[src/rtl/esm_pkg.sv]
// esm_pkg: shared opcodes, feeder state encoding and the end-of-stream word for the ESM interface.
package esm_pkg;
    localparam logic [6:0] OPC_OP_IMM = 7'b0010011;
    localparam logic [6:0] OPC_OP     = 7'b0110011;
    localparam logic [6:0] OPC_LOAD   = 7'b0000011;
    localparam logic [6:0] OPC_STORE  = 7'b0100011;
    localparam logic [6:0] OPC_BRANCH = 7'b1100011;
    localparam logic [6:0] OPC_LUI    = 7'b0110111;
    localparam logic [6:0] OPC_AUIPC  = 7'b0010111;
    localparam logic [6:0] OPC_JAL    = 7'b1101111;
    localparam logic [6:0] OPC_JALR   = 7'b1100111;

    localparam logic [31:0] NOP_WORD = '0;

    typedef enum logic [1:0] {IDLE, STREAM, DRAIN, DONE} feeder_state_e;
endpackage

[src/rtl/esm_ctrl_decode.sv]
// esm_ctrl_decode: maps an RV32I opcode to the ESM RegWrite/ALUSrc control pair.
module esm_ctrl_decode
    import esm_pkg::*;
(
    input  logic [6:0] opcode,
    output logic       reg_write,
    output logic       alu_src
);
    always_comb begin
        {reg_write, alu_src} = 2'b00;
        case (opcode)
            OPC_OP_IMM, OPC_LOAD, OPC_LUI, OPC_AUIPC, OPC_JALR: {reg_write, alu_src} = 2'b11;
            OPC_OP, OPC_JAL:                                    {reg_write, alu_src} = 2'b10;
            OPC_STORE:                                          {reg_write, alu_src} = 2'b01;
            OPC_BRANCH:                                         {reg_write, alu_src} = 2'b00;
            default:                                            {reg_write, alu_src} = 2'b00;
        endcase
    end
endmodule

[src/rtl/esm_instr_feeder.sv]
// esm_instr_feeder: buffers an upstream instruction program in a FIFO and issues it
// one word per clock to the ESM, followed by a run of all-zero end-of-stream words.
module esm_instr_feeder
    import esm_pkg::*;
#(
    parameter int Instruction_word_size = 32,
    parameter int DEPTH                 = 8,
    parameter int DRAIN_NOPS            = 20,
    parameter int CNT_W                 = 16
) (
    input  logic                             clk,
    input  logic                             rst,
    input  logic                             start,
    input  logic                             flush,
    input  logic                             in_valid,
    output logic                             in_ready,
    input  logic [Instruction_word_size-1:0] in_instr,
    input  logic                             in_last,
    output logic [Instruction_word_size-1:0] Instr_in,
    output logic                             RegWrite,
    output logic                             ALUSrc,
    output logic                             busy,
    output logic                             done,
    output logic [CNT_W-1:0]                 issued_count
);
    localparam int W  = Instruction_word_size;
    localparam int AW = $clog2(DEPTH);
    localparam int DW = DRAIN_NOPS > 0 ? $clog2(DRAIN_NOPS + 1) : 1;

    feeder_state_e  state_q, state_d;
    logic [AW:0]    wr_ptr_q, wr_ptr_d, rd_ptr_q, rd_ptr_d;
    logic [W:0]     mem_q [DEPTH];
    logic           last_seen_q, last_seen_d;
    logic [DW-1:0]  drain_q, drain_d;
    logic [W-1:0]   instr_q, instr_d;
    logic           reg_write_q, reg_write_d, alu_src_q, alu_src_d;
    logic [CNT_W-1:0] cnt_q, cnt_d;
    logic           full, empty, push, pop, head_last, dec_rw, dec_as;
    logic [W-1:0]   head_instr;

    // The extra pointer bit distinguishes full from empty when the indices match.
    assign empty    = wr_ptr_q == rd_ptr_q;
    assign full     = (wr_ptr_q[AW] != rd_ptr_q[AW]) && (wr_ptr_q[AW-1:0] == rd_ptr_q[AW-1:0]);
    assign {head_last, head_instr} = mem_q[rd_ptr_q[AW-1:0]];
    assign in_ready = !full && !last_seen_q && state_q != DONE;
    assign push     = in_valid && in_ready && !flush;
    assign pop      = state_q == STREAM && !empty && !flush;

    esm_ctrl_decode u_dec (
        .opcode   (head_instr[6:0]),
        .reg_write(dec_rw),
        .alu_src  (dec_as)
    );

    always_comb begin
        state_d     = state_q;
        wr_ptr_d    = wr_ptr_q + (AW+1)'(push);
        rd_ptr_d    = rd_ptr_q + (AW+1)'(pop);
        last_seen_d = last_seen_q | (push & in_last);
        drain_d     = drain_q;
        instr_d     = pop ? head_instr : W'(NOP_WORD);
        reg_write_d = pop & dec_rw;
        alu_src_d   = pop & dec_as;
        cnt_d       = cnt_q + CNT_W'(pop);
        case (state_q)
            IDLE:    if (start) begin
                         state_d = STREAM;
                         cnt_d   = '0;
                     end
            STREAM:  if (pop && head_last) begin
                         state_d = DRAIN;
                         drain_d = DW'(DRAIN_NOPS);
                     end
            DRAIN:   if (drain_q == '0) state_d = DONE;
                     else drain_d = drain_q - 1'b1;
            DONE:    if (start) begin
                         state_d     = IDLE;
                         last_seen_d = 1'b0;
                     end
            default: state_d = IDLE;
        endcase
        if (flush) begin
            state_d     = IDLE;
            wr_ptr_d    = '0;
            rd_ptr_d    = '0;
            last_seen_d = 1'b0;
            cnt_d       = cnt_q;
        end
    end

    always_ff @(posedge clk or posedge rst) begin
        if (rst) begin
            state_q     <= IDLE;
            wr_ptr_q    <= '0;
            rd_ptr_q    <= '0;
            last_seen_q <= 1'b0;
            drain_q     <= '0;
            instr_q     <= '0;
            reg_write_q <= 1'b0;
            alu_src_q   <= 1'b0;
            cnt_q       <= '0;
        end else begin
            state_q     <= state_d;
            wr_ptr_q    <= wr_ptr_d;
            rd_ptr_q    <= rd_ptr_d;
            last_seen_q <= last_seen_d;
            drain_q     <= drain_d;
            instr_q     <= instr_d;
            reg_write_q <= reg_write_d;
            alu_src_q   <= alu_src_d;
            cnt_q       <= cnt_d;
        end
    end

    always_ff @(posedge clk) begin
        if (push) mem_q[wr_ptr_q[AW-1:0]] <= {in_last, in_instr};
    end

    assign Instr_in     = instr_q;
    assign RegWrite     = reg_write_q;
    assign ALUSrc       = alu_src_q;
    assign busy         = state_q == STREAM || state_q == DRAIN;
    assign done         = state_q == DONE;
    assign issued_count = cnt_q;
endmodule

[config.mk]
export PLATFORM = sky130hd
export DESIGN_NAME = esm_instr_feeder
export DESIGN_NICKNAME = d
export VERILOG_FILES = /design/src/rtl/esm_pkg.sv /design/src/rtl/esm_ctrl_decode.sv /design/src/rtl/esm_instr_feeder.sv
export SDC_FILE = /design/constraint.sdc
export NUM_CORES = 1
export LEC_CHECK = 0
export BUFFER_PORTS_ARGS = -buffer_cell sky130_fd_sc_hd__buf_2
export CORE_ASPECT_RATIO = 1.25
export CORE_MARGIN = 4
export CORE_UTILIZATION = 51
export CTS_CLUSTER_DIAMETER = 150
export CTS_CLUSTER_SIZE = 20
export DETAILED_ROUTE_END_ITERATION = 8
export PLACE_DENSITY = 0.74
export SYNTH_ARGS = -nofsm -noshare
export SYNTH_HDL_FRONTEND = slang
export SYNTH_SLANG_ARGS = --single-unit
[constraint.sdc]
create_clock -name clk -period 10.7 [get_ports clk]
set_clock_uncertainty 0.15 [all_clocks]
set_input_delay 1.605 -clock clk [delete_from_list [all_inputs] [get_ports clk]]
set_output_delay 1.605 -clock clk [all_outputs]
set_load 0.02 [all_outputs]
==> flow_summary.json, run 1 <==
{
  "drc": 0,
  "rsz0062_at_grt": "false",
  "synth_xor_area_frac": 0.0123,
  "num_vias": 6242,
  "wl_um": 23200,
  "ys_types": 46,
  "critPathMaxFanout": 66,
  "area_growth_pct": 11.0,
  "fmax_ghz": 0.241,
  "synth_edf_count": 264,
  "endpoint_kind": "output pin",
  "synth-adder-area-share": 0.0127,
  "drive_gt1_frac": 0.255,
  "grt_first_pass_wirelength_um": 36500,
  "hold_path_class": "reg2reg",
  "drv_cap": 0,
  "finalSetupViolCount": 0,
  "core_area_um2": 24700,
  "io_buffers": 90,
  "synth_warnings": 0,
  "avgSynthCellArea_um2": 19.1,
  "die_area_um2": 27800,
  "clockBufferDepth": 3,
  "grt.total_usage": 0.169,
  "ys_seq_elements": 330,
  "critPathKind": "reg2out",
  "worst_slack_ns": 6.55,
  "start_util": 0.520,
  "overflow": 0,
  "synth_top_family_by_area": "multiplexers",
  "use_met3": 0.0264,
  "cts.clk_slew.worst_paths_ns": 0.08,
  "cts_root_buf": "clkbuf_16",
  "synth_top_area_cell": "edfxtp_1",
  "htreeDepth": 1,
  "cts_resized": 0,
  "final.setup.tns_ns": 0,
  "required_ns": 8.95,
  "leakage_nw": 4.93,
  "gp_congestion": 0.743,
  "async_flop_share": 0.200,
  "critPathLaunchType": "flop",
  "synthMuxAreaShare": 0.150,
  "avgViaCountPerCell": 5.65,
  "slew_headroom": 0.220,
  "outcome": "finished clean",
  "worst_slew_pin_slew_ns": 1.17,
  "dp_hpwl_um": 13900,
  "ys_seq_area_frac": 0.746,
  "syn_area_um2": 12800,
  "drt-wirelength-per-cell_um": 21.0,
  "grt_pass1_vias": 6655,
  "holdBufCountCts": 0,
  "post-route-period-util": 0.388,
  "ff2ff_path_depth": 6,
  "grtUsageMet1": 0.228,
  "powerDensity_nw_per_um2": 172,
  "antenna_cells": 0,
  "die_w_um": 150,
  "synthFlopType": "edfxtp_1",
  "clk_latency_ns": 0.51,
  "cts_buffers": 20,
  "grt_max_degree": 67,
  "synth_area_leaders": "edfxtp_1, dfrtp_1, mux4_2",
  "busiest_layer": "met2",
  "ios": 91,
  "first_pass_iters": 5,
  "finalCriticalPeriod_ns": 4.15,
  "pre_cts_slack_ns": 6.32,
  "synth-compound-area-share": 0.0176,
  "cts_sinks": 330,
  "die_h_um": 185,
  "ir_drop_v": 0.000123,
  "synthCells": 672,
  "cts_tree": "yes",
  "std_cell_rows": 64,
  "cp.arrival_ns": 2.39,
  "synth_top_area_frac": 0.618,
  "power_mw": 2.45,
  "hold_depth": 2,
  "synth_fp_nets": 723,
  "antenna_found_initial": 2,
  "drt-initial-drc-count": 480,
  "use_met2": 0.295,
  "final_max_slew_viol_count": 0,
  "hold_viol_final": 0,
  "post_cts_buffers": 0,
  "finalNetCount": 812,
  "synth-simple-area-share": 0.0466,
  "ant_nets": 0
}
[final timing paths]
path	from	endpoint	slack, ns
setup reg to reg	rd_ptr_q[1]	mem_q[0][9]	6.72
min in group asynchronous	rst	Instr_in[26]	0.92
hold reg to reg	issued_count[15]	issued_count[15]	0.40
setup / recovery	rd_ptr_q[1]	in_ready	6.55
hold / removal	issued_count[15]	issued_count[15]	0.40
max in group asynchronous	rst	rd_ptr_q[0]	8.44
[worst max-delay path, stage by stage (launching register included)]
cell     delay, ns
dfrtp_4       1.13
xnor2_1       0.24
nand3_1       0.14
o21a_1        0.20
buf_2         0.16
[report_power, final]
group	total (mW)	leakage, nW	switching [mW]	internal (mW)
clock network	0.760	0.281	0.388	0.371
logic	0.242	1.36	0.146	0.0964
registers	1.44	3.29	0.0222	1.42
total	2.45	4.93	0.557	1.89
[cells in the mapped netlist (2+ instances only)]
cell type and number:
a21oi_1 8, a22o_1 2, a41oi_2 2, and3_1 4
and4_1 2, buf_1 2, buf_2 9, buf_4 3
buf_6 2, clkbuf_1 12, dfrtp_1 66, edfxtp_1 264
ha_1 13, inv_1 9, inv_2 2, mux2_2 2
mux2_4 2, mux2i_1 50, mux4_2 61, nand2_1 15
nand2b_1 4, nand3_1 9, nand4_1 4, nor2_1 62
nor2b_1 6, nor3_1 7, nor4_1 3, o21a_1 2
o21ai_0 5, o31ai_1 2, or3_1 6, or3b_1 2
xnor2_1 12, xor2_1 6
[registers in the layout (all words and copies together) (netlist names)]
name / count
RegWrite: 1
wr_ptr_q: 4
last_seen_q: 1
state_q: 2
mem_q: 264
rd_ptr_q: 4
Instr_in: 32
drain_q: 5
issued_count: 16
ALUSrc: 1
[routing by layer]
metal | up-vias | wire, um | share of wire
met5 | - | 34 | 0.0015
met4 | 4 | 362 | 0.016
met3 | 32 | 1350 | 0.058
met2 | 193 | 12000 | 0.51
met1 | 3218 | 9530 | 0.41
li1 | 2795 | - | -
[stage by stage]
step	area, um2	instances	hold slack, ns	util
3_5_place_dp	13700	1069	0.380	0.554
4_1_cts	14200	1105	0.405	0.578
2_1_floorplan	12800	672	0.347	-
3_3_place_gp	13700	1069	0.366	0.554
5_1_grt	14200	1105	0.427	0.578
6_report	14200	1105	0.402	0.578
[kinds of logic after synthesis]
logic type	count (synthesis)
and+or+nand+nor	127
DFF	330
xor gates and xnor gates	18
adders and majority gates	13
buffers and inverters	39
muxes	115
AOI/OAI and AO/OA	30
[cell type report]
type                            count  area (um2)
Tap cell                          330         413
Timing Repair Buffer               95         488
Clock inverter                      1        11.3
Sequential cell                   330        9590
Fill cell                        1880       10400
Clock buffer                       35         578
Multi-Input combinational cell    303        3130
Inverter                           11        42.5
[placed cells by master (no fill, tap or decap), types with 9 or more instances in the layout]
master | netlist | routed
mux2i_1 | 50 | 50
clkbuf_16 | 0 | 21
nand2_1 | 15 | 15
nand3_1 | 9 | 9
clkbuf_1 | 12 | 14
nor2_1 | 62 | 56
edfxtp_1 | 264 | 264
dfrtp_1 | 66 | 63
ha_1 | 13 | 13
xnor2_1 | 12 | 12
mux4_2 | 61 | 61
buf_2 | 9 | 90
(Power assumes the default switching activity.)
==> run 2, diff against run 1 <==
==> constraint.sdc (replaced) <==
create_clock -name clk -period 4 [get_ports clk]
set_clock_uncertainty 0.15 [all_clocks]
set_input_delay 0.6 -clock clk [delete_from_list [all_inputs] [get_ports clk]]
set_output_delay 0.6 -clock clk [all_outputs]
set_load 0.02 [all_outputs]
==> run 2 against run 1 <==
  * Wire length grew 6.1%
  * Critical path depth grew 2
  * Via count grew 1.0%
  * Highest routed layer unchanged
  * Final cell count grew 1.5%
  * Largest power group unchanged
  * Critical endpoint is now drain_q[4]
  * Largest cell class unchanged
  * Die area is the same
  * Worst hold slack lost 0.24 ns
==> flow_summary.json, run 2 (synthesized netlist as in run 1, its figures left out) <==
{
  "rsz0062_at_grt": "false",
  "worst_slew_pin_slew_ns": 0.735,
  "grt_first_pass_wirelength_um": 38500,
  "htreeDepth": 1,
  "sw_frac_of_total": 0.229,
  "ff_latch_area_um2": 9590,
  "critPathLaunchType": "flop",
  "outcome": "finished clean",
  "final_common_cell": "edfxtp_1",
  "drt-initial-drc-count": 365,
  "power_mw": 6.57,
  "cts_resized": 0,
  "drv_cap": 0,
  "clockBufferDepth": 3,
  "drt-wirelength-per-cell_um": 22.0,
  "ir_drop_v": 0.000478,
  "slew_headroom": 0.510,
  "overflow": 0,
  "drive_gt1_frac": 0.270,
  "finalNetCount": 827,
  "ios": 91,
  "crit_buf_inv": 1,
  "most-common-layout-cells": "edfxtp_1, buf_2, dfrtp_1",
  "drc": 0,
  "num_vias": 6307,
  "holdBufCountCts": 1,
  "grt_pass1_vias": 6604,
  "antenna_found_initial": 3,
  "cp.arrival_ns": 3.31,
  "max_stage_delay_ns": 0.66,
  "endpoint_kind": "flop",
  "internal_power_mw": 5.06,
  "die_w_um": 150,
  "core_area_um2": 24700,
  "fmax_ghz": 0.326,
  "slowest_stage": "buf_4",
  "std_cell_rows": 64,
  "first_pass_iters": 4,
  "start_util": 0.520,
  "cts.clk_slew.worst_paths_ns": 0.09,
  "die_area_um2": 27800,
  "post_cts_buffers": 0,
  "ant_nets": 0,
  "finalCriticalPeriod_ns": 3.07,
  "die_h_um": 185,
  "cp_cell_sequence": "buf_4, mux2i_1, a22oi_1, a41oi_2, o31ai_1, or3b_1",
  "n_fill_cell": 1844,
  "combPwrFrac": 0.102,
  "required_ns": 4.25,
  "wl_um": 24600,
  "p_sw_mw": 1.50,
  "io_buffers": 90,
  "dp_hpwl_um": 15200,
  "post-route-period-util": 0.767,
  "cts_root_buf": "clkbuf_16",
  "area_growth_pct": 12.2,
  "finalSetupViolCount": 0,
  "powerDensity_nw_per_um2": 456,
  "hold_viol_final": 0,
  "final_max_slew_viol_count": 0,
  "critPathMaxFanout": 45,
  "avgViaCountPerCell": 5.62,
  "clock_power_share": 0.311,
  "gp_congestion": 0.757,
  "cpLargestDelayFamily": "compound AO/OA/AOI/OAI gates",
  "final.setup.tns_ns": 0,
  "grt_max_degree": 46,
  "critPathKind": "reg2reg",
  "cts_tree": "yes",
  "hold_path_class": "in2reg",
  "leakage_nw": 5.01,
  "cts_buffers": 20,
  "cts_sinks": 330,
  "power_frac_seq": 0.587,
  "grt.total_usage": 0.181,
  "clk_latency_ns": 0.52,
  "multi_input_area_um2": 3140,
  "largest_register_ffs": 264
}
==> run 2: final timing paths <==
path	startpoint	endpoint	slack [ns]	cells after the start
min in group asynchronous	rst	Instr_in[29]	0.47	3
hold reg to reg	issued_count[15]	issued_count[15]	0.40	2
setup / recovery	rd_ptr_q[1]	drain_q[4]	0.93	6
setup reg to reg	rd_ptr_q[1]	drain_q[4]	0.93	6
max in group asynchronous	rst	issued_count[7]	2.47	4
hold / removal	start	last_seen_q	0.16	2
==> run 2: worst reg2reg max path: stages, from the launching register on <==
cell	delay [ns]
dfrtp_4	0.64
buf_4	0.67
mux2i_1	0.20
a22oi_1	0.30
a41oi_2	0.30
o31ai_1	0.30
or3b_1	0.38
==> run 2: final cells by class <==
cell class                      instances  share of cell area
Clock buffer                           35              0.0402
Clock inverter                          1            0.000782
Tap cell                              330              0.0287
Inverter                               11             0.00287
Timing Repair Buffer                  110              0.0428
Sequential cell                       330               0.666
Multi-Input combinational cell        303               0.218
Antenna cell                            2            0.000348
==> run 2: power groups by stage <==
stage | logic (mW) | clock network (mW) | registers (mW)
5_1_grt | 0.745 | 2.25 | 3.87
2_1_floorplan | 0.446 | 0 | 3.94
4_1_cts | 0.678 | 2.10 | 3.86
3_5_place_dp | 0.671 | 0 | 3.93
6_report | 0.670 | 2.04 | 3.86
3_3_place_gp | 0.640 | 0 | 3.92
==> run 2: per-stage QoR <==
stage	instances	area [um2]	utilization	hold WS, ns	setup slack [ns]
after floorplan	672	12800	-	0.347	0.757
after global placement	1083	13800	0.559	0.364	1.06
after detailed placement	1083	13800	0.559	0.389	1.01
after CTS	1120	14400	0.584	0.142	0.934
after global routing	1121	14400	0.584	0.148	0.732
final	1122	14400	0.584	0.162	0.933
==> run 2: per-layer routing <==
| layer | track usage | up-vias | share of wire |
|---|---|---|---|
| met1 | 0.246 | 3268 | 0.41 |
| met4 | 0.0370 | 4 | 0.018 |
| li1 | - | 2837 | - |
| met3 | 0.0301 | 42 | 0.057 |
| met2 | 0.314 | 156 | 0.52 |
| met5 | 0 | - | 0.00093 |
==> run 3, diff against run 2 <==
==> constraint.sdc (replaced) <==
create_clock -name clk -period 3.05 [get_ports clk]
set_clock_uncertainty 0.15 [all_clocks]
set_input_delay 0.4575 -clock clk [delete_from_list [all_inputs] [get_ports clk]]
set_output_delay 0.4575 -clock clk [all_outputs]
set_load 0.02 [all_outputs]
==> run 3 against run 2 <==
  * Global-route usage about the same
  * Register-to-register slack worse by 0.56 ns
  * Highest routed layer unchanged
  * Utilization up 0.54 points
  * Design area up 0.92%
  * Final cell count up 0.62%
  * Critical endpoint is now issued_count[14]
  * Largest power group unchanged
==> flow_summary.json, run 3 (synthesized netlist as in run 1, its figures left out) <==
{
  "rsz0062_at_grt": "false",
  "finalNetCount": 835,
  "cts_sinks": 330,
  "critPathMaxFanout": 8,
  "drv_cap": 0,
  "die_h_um": 185,
  "endpoint_kind": "flop",
  "drive_gt1_frac": 0.277,
  "overflow": 0,
  "grt_pass1_vias": 6664,
  "num_vias": 6303,
  "grt.total_usage": 0.181,
  "antenna_found_initial": 1,
  "gp_congestion": 0.800,
  "slew_headroom": 0.424,
  "hold_viol_final": 0,
  "drt-initial-drc-count": 448,
  "powerDensity_nw_per_um2": 590,
  "post-route-period-util": 0.877,
  "die_area_um2": 27800,
  "ios": 91,
  "worst_slew_pin_slew_ns": 0.864,
  "critPathKind": "reg2reg",
  "grt_first_pass_wirelength_um": 38600,
  "area_growth_pct": 13.2,
  "core_area_um2": 24700,
  "finalSetupViolCount": 0,
  "first_pass_iters": 4,
  "cts_tree": "yes",
  "fmax_ghz": 0.374,
  "largest_register_ffs": 264,
  "cts_resized": 0,
  "power_mw": 8.57,
  "outcome": "finished clean",
  "ant_nets": 0,
  "io_buffers": 90,
  "die_w_um": 150,
  "clockBufferDepth": 3,
  "drt-wirelength-per-cell_um": 21.5,
  "cp.arrival_ns": 2.95,
  "wl_um": 24200,
  "ir_drop_v": 0.000496,
  "finalCriticalPeriod_ns": 2.68,
  "cts_buffers": 20,
  "critPathLaunchType": "flop",
  "grt_max_degree": 45,
  "most-common-layout-cells": "edfxtp_1, buf_2, dfrtp_1",
  "avgViaCountPerCell": 5.58,
  "cts.clk_slew.worst_paths_ns": 0.08,
  "required_ns": 3.33,
  "clk_latency_ns": 0.51,
  "drc": 0,
  "fin_hold_ws_ns": 0.0304,
  "std_cell_rows": 64,
  "final_common_cell": "edfxtp_1",
  "leakage_nw": 5.07,
  "hold_path_class": "in2reg",
  "start_util": 0.520,
  "dp_hpwl_um": 15200,
  "cts_root_buf": "clkbuf_16",
  "final_max_slew_viol_count": 0,
  "htreeDepth": 1
}
run 3: cell types whose count changed in the layout (fill, tap and decap cells not counted), sizes merged:
cell,change
buf,+8
diode,-1
run 3: power breakdown:
part	total, mW	switching [mW]	internal (mW)
logic	0.872	0.523	0.349
clock network	2.64	1.34	1.30
registers	5.06	0.0696	4.99
run 3: worst max-delay path, cell delays in order (launching register included):
cell and delay [ns]:
dfrtp_1 0.59, xnor2_1 0.16, a41oi_2 0.31, nand2_2 0.10, inv_2 0.08, ha_1 0.13, and3_1 0.23, nand4_1 0.26
or3_1 0.43, a21oi_1 0.16
run 3: final cells by class:
class / count / area [um2]
Antenna cell: 1 / 2.50
Tap cell: 330 / 413
Clock buffer: 35 / 578
Sequential cell: 330 / 9590
Timing Repair Buffer: 118 / 751
Inverter: 11 / 41.3
Fill cell: 1841 / 10100
Multi-Input combinational cell: 303 / 3140
Clock inverter: 1 / 11.3
run 3: worst paths after layout:
kind / endpoint / slack [ns] / cells past startpoint / start
min in group asynchronous: Instr_in[24] / 0.41 / 3 / rst
max in group asynchronous: drain_q[3] / 1.56 / 4 / rst
worst max-delay path: issued_count[14] / 0.37 / 9 / wr_ptr_q[2]
worst min register to register: drain_q[1] / 0.39 / 1 / drain_q[1]
worst max register to register: issued_count[14] / 0.37 / 9 / wr_ptr_q[2]
worst min-delay path: last_seen_q / 0.03 / 2 / start
run 3: timing repair:
item,in CTS,in global routing
hold buffers,1,0
endpoints found under the setup margin,0,0
buffers inserted,0,0
endpoints found under the hold margin,21,0
run 3: metal layers:
metal,global-route usage,vias to the layer above,routed length [um]
met2,0.306,140,12300
met3,0.0296,36,1240
met1,0.251,3274,10300
met5,0,-,7
met4,0.0395,2,421
li1,-,2851,-
run 3: through the flow:
step | util | area [um2] | setup slack (ns) | TNS, ns | instances
3_3_place_gp | 0.565 | 13900 | 0.512 | 0 | 1091
4_1_cts | 0.589 | 14500 | 0.342 | 0 | 1128
2_1_floorplan | - | 12800 | -0.193 | -41.64 | 672
5_1_grt | 0.589 | 14500 | 0.106 | 0 | 1128
6_report | 0.589 | 14500 | 0.374 | 0 | 1129
3_5_place_dp | 0.565 | 13900 | 0.384 | 0 | 1091
